--- config.mk ---
export PLATFORM = sky130hd
export DESIGN_NAME = mult_seq
export DESIGN_NICKNAME = d
export VERILOG_FILES = /design/src/rtl/mult_seq.sv
export SDC_FILE = /design/constraint.sdc
export NUM_CORES = 1
export LEC_CHECK = 0
export CORE_AREA = 2 2 74 76
export CTS_CLUSTER_DIAMETER = 100
export CTS_CLUSTER_SIZE = 8
export DETAILED_ROUTE_END_ITERATION = 8
export DIE_AREA = 0 0 76 78
export PLACE_DENSITY = 0.82
export SLEW_MARGIN = 20
export SYNTH_ARGS = -nofsm -noshare
export SYNTH_HDL_FRONTEND = slang
export SYNTH_SLANG_ARGS = --single-unit
export TNS_END_PERCENT = 100
--- constraint.sdc ---
create_clock -name clk -period 4.4 [get_ports clk]
set_clock_uncertainty 0.2 [all_clocks]
set_input_delay 0.88 -clock clk [delete_from_list [all_inputs] [get_ports clk]]
set_output_delay 0.88 -clock clk [all_outputs]
set_load 0.01 [all_outputs]
--- src/rtl/mult_seq.sv ---
// Sequential shift-and-add multiplier with optional signed operands and an
// optional early exit once no set multiplier bits remain.
module mult_seq #(
  parameter int N          = 8,
  parameter int M          = 4,
  parameter int EARLY_EXIT = 0
) (
  input  logic             clk,
  input  logic             rst,
  input  logic             in_valid,
  output logic             in_ready,
  input  logic [N-1:0]     mult1,
  input  logic [M-1:0]     mult2,
  input  logic             sgn,
  output logic             out_valid,
  input  logic             out_ready,
  output logic [N+M-1:0]   res,
  output logic [1:0]       dbg_state_o
);

  localparam int W  = N + M;
  localparam int CW = (M > 2) ? $clog2(M) : 1;

  localparam logic [1:0] S_IDLE = 2'd0;
  localparam logic [1:0] S_CALC = 2'd1;
  localparam logic [1:0] S_DONE = 2'd2;

  // Handshakes: an input transfer happens on an edge where in_valid && in_ready;
  // an output transfer happens on an edge where out_valid && out_ready.
  logic [1:0]    state_q, state_d;
  logic [N-1:0]  mcand_q, mcand_d;
  logic [M-1:0]  mplier_q, mplier_d;
  logic [W-1:0]  acc_q, acc_d;
  logic [CW-1:0] cnt_q, cnt_d;
  logic          neg_q, neg_d;
  logic [W-1:0]  res_q, res_d;

  logic [N-1:0]  mag1;
  logic [M-1:0]  mag2;
  logic [W-1:0]  add_term;
  logic [W-1:0]  acc_next;
  logic [M-1:0]  mplier_next;
  logic          last_bit;

  // Two's-complement negation of the most negative value yields 2^(K-1) as
  // an unsigned K-bit magnitude, which is exactly what is wanted.
  always_comb begin
    mag1        = (sgn && mult1[N-1]) ? (~mult1 + N'(1)) : mult1;
    mag2        = (sgn && mult2[M-1]) ? (~mult2 + M'(1)) : mult2;
    add_term    = W'(mcand_q) << cnt_q;
    acc_next    = acc_q + (mplier_q[0] ? add_term : '0);
    mplier_next = mplier_q >> 1;
    last_bit    = (EARLY_EXIT != 0) ? (mplier_next == '0) : (cnt_q == CW'(M - 1));
  end

  always_comb begin
    state_d  = state_q;
    mcand_d  = mcand_q;
    mplier_d = mplier_q;
    acc_d    = acc_q;
    cnt_d    = cnt_q;
    neg_d    = neg_q;
    res_d    = res_q;
    case (state_q)
      S_IDLE: begin
        if (in_valid) begin
          mcand_d  = mag1;
          mplier_d = mag2;
          neg_d    = sgn & (mult1[N-1] ^ mult2[M-1]);
          acc_d    = '0;
          cnt_d    = '0;
          state_d  = S_CALC;
        end
      end
      S_CALC: begin
        acc_d    = acc_next;
        mplier_d = mplier_next;
        cnt_d    = cnt_q + CW'(1);
        if (last_bit) begin
          res_d   = neg_q ? (-acc_next) : acc_next;
          state_d = S_DONE;
        end
      end
      S_DONE: begin
        if (out_ready) state_d = S_IDLE;
      end
      default: state_d = S_IDLE;
    endcase
  end

  always_ff @(posedge clk) begin
    if (rst) begin
      state_q  <= S_IDLE;
      mcand_q  <= '0;
      mplier_q <= '0;
      acc_q    <= '0;
      cnt_q    <= '0;
      neg_q    <= 1'b0;
      res_q    <= '0;
    end else begin
      state_q  <= state_d;
      mcand_q  <= mcand_d;
      mplier_q <= mplier_d;
      acc_q    <= acc_d;
      cnt_q    <= cnt_d;
      neg_q    <= neg_d;
      res_q    <= res_d;
    end
  end

  assign in_ready    = (state_q == S_IDLE);
  assign out_valid   = (state_q == S_DONE);
  assign res         = res_q;
  assign dbg_state_o = state_q;

endmodule
==> results of run 1 <==
==> stage by stage <==
step	setup slack [ps]	instances	utilization (%)	instance area (sq um)	hold WS (ps)
detailed placement	184.9	444	62.80	3167	248.3
floorplan	309.1	357	-	2800	232.2
global route	90.51	452	65.04	3279	294.6
global placement	307.8	444	62.80	3167	237.1
CTS	149.5	452	65.01	3278	260.5
finish	270.9	452	65.04	3279	259.9
==> routing by layer <==
layer,global-route usage (%),share of wire [%],wire [microns]
met1,29.88,44,3030
met4,8.545,2.1,146
met2,40.89,49,3353
met3,3.488,4.2,288
met5,0,0,0
==> cell type report <==
cell class	instances	area [sq um]	share of cell area, %
multi-input combinational	283	1848	56.35
sequential	41	822.0	25.07
timing repair buffer	38	365.4	11.14
tap	70	87.58	2.671
clock buffer	6	72.57	2.213
inverter	12	45.04	1.374
clock inverter	2	38.79	1.183
==> final timing paths <==
| check | startpoint | end | slack [ps] | cells after the start |
|---|---|---|---|---|
| setup / recovery | cnt_q[0]$_SDFFE_PP0P_ | res[11]$_SDFFE_PP0P_ | 270 | 10 |
| hold / removal | res[2]$_SDFFE_PP0P_ | res[2]$_SDFFE_PP0P_ | 260 | 2 |
| setup reg to reg | cnt_q[0]$_SDFFE_PP0P_ | res[11]$_SDFFE_PP0P_ | 270 | 10 |
| hold reg to reg | res[2]$_SDFFE_PP0P_ | res[2]$_SDFFE_PP0P_ | 260 | 2 |
==> cells by family after synthesis <==
kind of cell | Yosys count | synth area share (%)
simple gates | 144 | 25.25
compound gates | 92 | 21.72
flops | 41 | 29.31
buf+inv | 33 | 4.691
xor+xnor | 20 | 6.256
fa+ha+maj | 16 | 7.417
mux | 11 | 5.362
==> power by group through the flow <==
stage	sequential (mW)	combinational (mW)	clock, mW
floorplan	0.399	0.0965	0
global placement	0.406	0.133	0
detailed placement	0.407	0.135	0
CTS	0.399	0.137	0.314
global route	0.402	0.150	0.331
finish	0.399	0.137	0.312
==> cells in the mapped netlist, types with 5 or more instances <==
library cell | count | area share [%]
ha_1 | 15 | 6.7
a31oi_1 | 5 | 1.1
a21oi_1 | 36 | 6.4
a211oi_1 | 13 | 3.5
inv_1 | 12 | 1.6
o21ai_0 | 8 | 1.4
xnor2_1 | 12 | 3.8
xor2_1 | 8 | 2.5
dfxtp_1 | 41 | 29
and2_1 | 8 | 1.8
clkbuf_1 | 18 | 2.4
nand2_1 | 41 | 5.5
nand3_1 | 24 | 4.3
nor2_1 | 35 | 4.7
mux2i_1 | 6 | 2.1
==> flip-flops by register name, indices dropped and copies added (netlist names) <==
signal,flops
cnt_q,2
dbg_state_o,2
neg_q,1
mplier_q,4
mcand_q,8
res,12
acc_q,12
==> worst reg2reg max path: stages, from the launching register on <==
cell and delay, ps:
dfxtp_2 450, mux4_2 520, and2_1 180, ha_1 430
inv_1 150, a221oi_1 370, o21ai_0 230, or4_4 460
or3_4 390, or4_1 470, a31oi_1 190
==> what timing repair did <==
item | in CTS | in global routing
hold endpoints to repair | 0 | 0
setup buffers | 0 | 0
gates resized for setup | 0 | 1
hold buffers | 0 | 0
setup endpoints to repair | 0 | 1
==> reports/results.tsv, run 1 <==
metric	value	unit
htreeDepth	2	
io_buffers	32	
crit_chain	mux4_2 -> and2_1 -> ha_1 -> inv_1 -> a221oi_1 -> o21ai_0 -> or4_4 -> or3_4 -> or4_1 -> a31oi_1	
crit_arrival	4140	ps
worst_slew_pin_slew	1023	ps
crit_path_max_fanout	9	
grt_antenna_before_repair	0	
die_h	78	microns
synth_seq_area_share	29.31	%
design.portCount	33	
dr.pass1.iters	4	
maxCapViolCount	0	
rsz0062_at_grt	no	
cts_root_buf	clkbuf_8	
cp-end-kind	flop	
initial_core_util	55.53	%
die_w	76	microns
fillerInstances	429	
grt_use_total	23.56	%
area_growth	17.11	%
startpoint_type	flop	
grt_max_degree	28	
n_antenna_cell	0	
num_vias	2690	
cts_buffer_depth	2	
ys_ff_latch	41	
crit_slowest_cell	mux4_2	
yosys_warnings	0	
place_hpwl	5007	microns
gp_congestion	0.8992	
p_per_area	258.8	nW/um^2
crit_required	4410	ps
vdd_drop_max	0.0001334	V
hold_class	reg2reg	
synth_cell_type_count	57	
grt_pass1_wl	11410	microns
synth_edf_count	0	
final_common_cell	nand2_1	
hold_violations	0	
path_class	reg2reg	
p_leak	1.247	nW
p_total	0.8488	mW
synth.net_count	390	
p_int	0.6152	mW
tns	0	ps
slowest_delay	520	ps
cts_buffers	5	
critPathTopFamily	simple AND/OR/NAND/NOR gates	
status	completed	
first_global_vias	2450	
final_cell_mix	41 x nand2_1, 40 x dfxtp_1, 36 x a21oi_1, 35 x nor2_1, 32 x clkdlybuf4s50_1	
drt_wl_total	6818	microns
fin_crit_sh	93.84	%
final_nets	414	
ant_nets	0	
synth-main-ff-cell	dfxtp_1	
fmax	242.2	MHz
wl_per_cell	15.08	microns
clock-sinks	41	
net-switching-power	0.2336	mW
ys_async_sr_fraction	0	%
report.final.slew_viol_count	0	
avgSynthCellArea	7.844	sq um
power_frac_clock	36.8	%
clk_pin_slew_worst_paths	90	ps
coreArea	5042	sq um
drive_gt1_share	7.068	%
drc	0	
rows	26	
first_iter_violations	148	
swShare	27.52	%
seq_power_share	47.0	%
die-area	5928	sq um
cts_tree	yes	
path_buf_inv	1	
finalSetupViolations	0	
relSlewSlack	31.55	%
synthesis.area	2800	sq um
comb_power_share	16.2	%
clk_latency	300	ps
vias_per_cell	5.951	
synthCells	357	
grt-ovfl-total	0	
final.min_clock_period	4129	ps
(Power assumes the default switching activity.)
==> inputs of run 2 (changes only) <==
--- a/config.mk
+++ b/config.mk
@@ -6,6 +6,7 @@
 export NUM_CORES = 1
 export LEC_CHECK = 0
 export CORE_AREA = 2 2 74 76
+export CTS_BUF_LIST = sky130_fd_sc_hd__clkbuf_16
 export CTS_CLUSTER_DIAMETER = 100
 export CTS_CLUSTER_SIZE = 8
 export DETAILED_ROUTE_END_ITERATION = 8
==> run 2 against run 1 <==
- critical path depth unchanged
- via count decreased by 0.67%
- power increased by 13%
- design area increased by 1.7%
- critical path type unchanged
- clock power increased by 35%
- non-clock buffer count unchanged
- global-route usage increased by 0.30 points
- register-to-register slack improved by 50 ps
- largest cell class unchanged
- clock-buffer cell count decreased by 1
- utilization increased by 1.1 points
==> reports/results.tsv, run 2 (same netlist as run 1, synthesis figures left out) <==
metric	value	unit	change
startpoint_type	flop		
fin_crit_sh	92.78	%	-1.1 points
met2WireLength	3410	microns	+1.7%
net-switching-power	0.2462	mW	+5.4%
cts_setup_buffers	0		unchanged
path_class	reg2reg		
hold_violations	0		unchanged
grt-ovfl-total	0		unchanged
htreeDepth	2		unchanged
power_frac_clock	43.9	%	+7.1 points
first_iter_violations	139		-6.1%
final_cell_area	3336	sq um	+1.7%
p_leak	1.277	nW	+2.4%
final_cell_mix	41 x nand2_1, 40 x dfxtp_1, 36 x a21oi_1, 35 x nor2_1, 32 x clkdlybuf4s50_1		
drc	0		unchanged
finalSetupViolations	0		unchanged
topRoutingLayerUsed	met4		
grt_antenna_before_repair	0		unchanged
p_total	0.9580	mW	+13%
die-area	5928	sq um	unchanged
clock-sinks	41		unchanged
dr.pass1.iters	4		unchanged
area_growth	19.12	%	
final_nets	414		unchanged
swShare	25.70	%	-1.8 points
relSlewSlack	32.73	%	+1.2 points
gp_congestion	0.8992		unchanged
fmax	245.0	MHz	+1.1%
vias_per_cell	5.912		-0.67%
maxCapViolCount	0		unchanged
cts_buffer_depth	2		unchanged
wl_met3	284	microns	-1.4%
place_hpwl	5007	microns	unchanged
report.final.slew_viol_count	0		unchanged
vdd_drop_max	0.0001696	V	+27%
clk_pin_slew_worst_paths	60	ps	-30 ps
cts_root_buf	clkbuf_16		
io_buffers	32		unchanged
finalWorstSetupSlack	317.6	ps	+46.65 ps
die_h	78	microns	unchanged
status	completed		
crit_required	4390	ps	-20 ps
die_w	76	microns	unchanged
first_global_vias	2483		+1.3%
met1Wirelength	3003	microns	-0.89%
design.portCount	33		unchanged
initial_core_util	55.53	%	unchanged
drive_gt1_share	7.068	%	unchanged
wl_per_cell	15.13	microns	+0.28%
num_vias	2672		-0.67%
comb_power_share	14.3	%	-1.9 points
rsz0062_at_grt	no		
rows	26		unchanged
cts_tree	yes		
hold_class	reg2reg		
drt_wl_total	6837	microns	+0.28%
p_per_area	287.2	nW/um^2	+11%
coreArea	5042	sq um	unchanged
worst_slew_pin_slew	1006	ps	-17.61 ps
final_common_cell	nand2_1		
pre_cts_ws	184.9	ps	unchanged
utilization	66.15	%	+1.1 points
crit_path_max_fanout	9		unchanged
crit_arrival	4080	ps	-60 ps
dpl_cell_area	3167	sq um	unchanged
reg2reg_setup_slack	320	ps	+50 ps
grt_pass1_wl	11540	microns	+1.2%
seq_power_share	41.7	%	-5.3 points
clk_latency	290	ps	about the same
tns	0	ps	unchanged
final.min_clock_period	4082	ps	-46.65 ps
cts_buffers	5		unchanged
grt_use_total	23.87	%	+0.30 points
cp-end-kind	flop		
grt_max_degree	28		unchanged
ant_nets	0		unchanged
n_antenna_cell	0		unchanged
p_int	0.7118	mW	+16%
[run 2: cell count changes in the layout (fill, tap and decap cells not counted)]
cell	change
inv_1	+1
clkbuf_1	-1
clkbuf_16	+5
clkbuf_8	-5
[run 2: path summary, 6_finish.rpt]
path,from,endpoint,depth (start not counted)
setup / recovery,cnt_q[0]$_SDFFE_PP0P_,res[11]$_SDFFE_PP0P_,10
hold / removal,res[2]$_SDFFE_PP0P_,res[2]$_SDFFE_PP0P_,2
setup reg to reg,cnt_q[0]$_SDFFE_PP0P_,res[11]$_SDFFE_PP0P_,10
hold reg to reg,res[2]$_SDFFE_PP0P_,res[2]$_SDFFE_PP0P_,2
[run 2: final cells by class]
type / instances / area (sq um)
clock buffers: 5 / 125.1
clock inverters: 3 / 42.54
fillers: 416 / 1707
inverters: 12 / 45.04
multi-input cells: 283 / 1848
flip-flops and latches: 41 / 822.0
well taps: 70 / 87.58
repair buffers: 38 / 365.4
[run 2: power groups by stage]
stage | logic, mW | registers (mW) | clock network, mW
5_1_grt | 0.150 | 0.402 | 0.442
4_1_cts | 0.137 | 0.399 | 0.420
2_1_floorplan | 0.0965 | 0.399 | 0
3_5_place_dp | 0.135 | 0.407 | 0
3_3_place_gp | 0.133 | 0.406 | 0
6_report | 0.137 | 0.400 | 0.421
[run 2: timing repair]
item,CTS,global route
hold endpoints to repair,0,0
setup endpoints to repair,0,1
hold buffers,0,0
resized for setup,0,1
[run 2: through the flow]
step                cells  hold WS [ps]
finish                452         259.1
global route          452         290.2
CTS                   452         256.9
detailed placement    444         248.3
global placement      444         237.1
floorplan             357         232.2
[run 2: critical path: stages, from the launching register on]
cell and delay [ps]:
dfxtp_2 450, mux4_2 510, and2_1 170, ha_1 390, a21o_1 260, a221oi_2 290, xnor2_1 170, or4_4 510
or3_4 390, or4_1 470, a31oi_1 180
[run 2: layer usage]
metal	global-route usage, %	up-vias
li1	-	1337
met1	29.90	1255
met2	41.25	66
met3	4.651	14
met4	8.182	0
met5	0	-
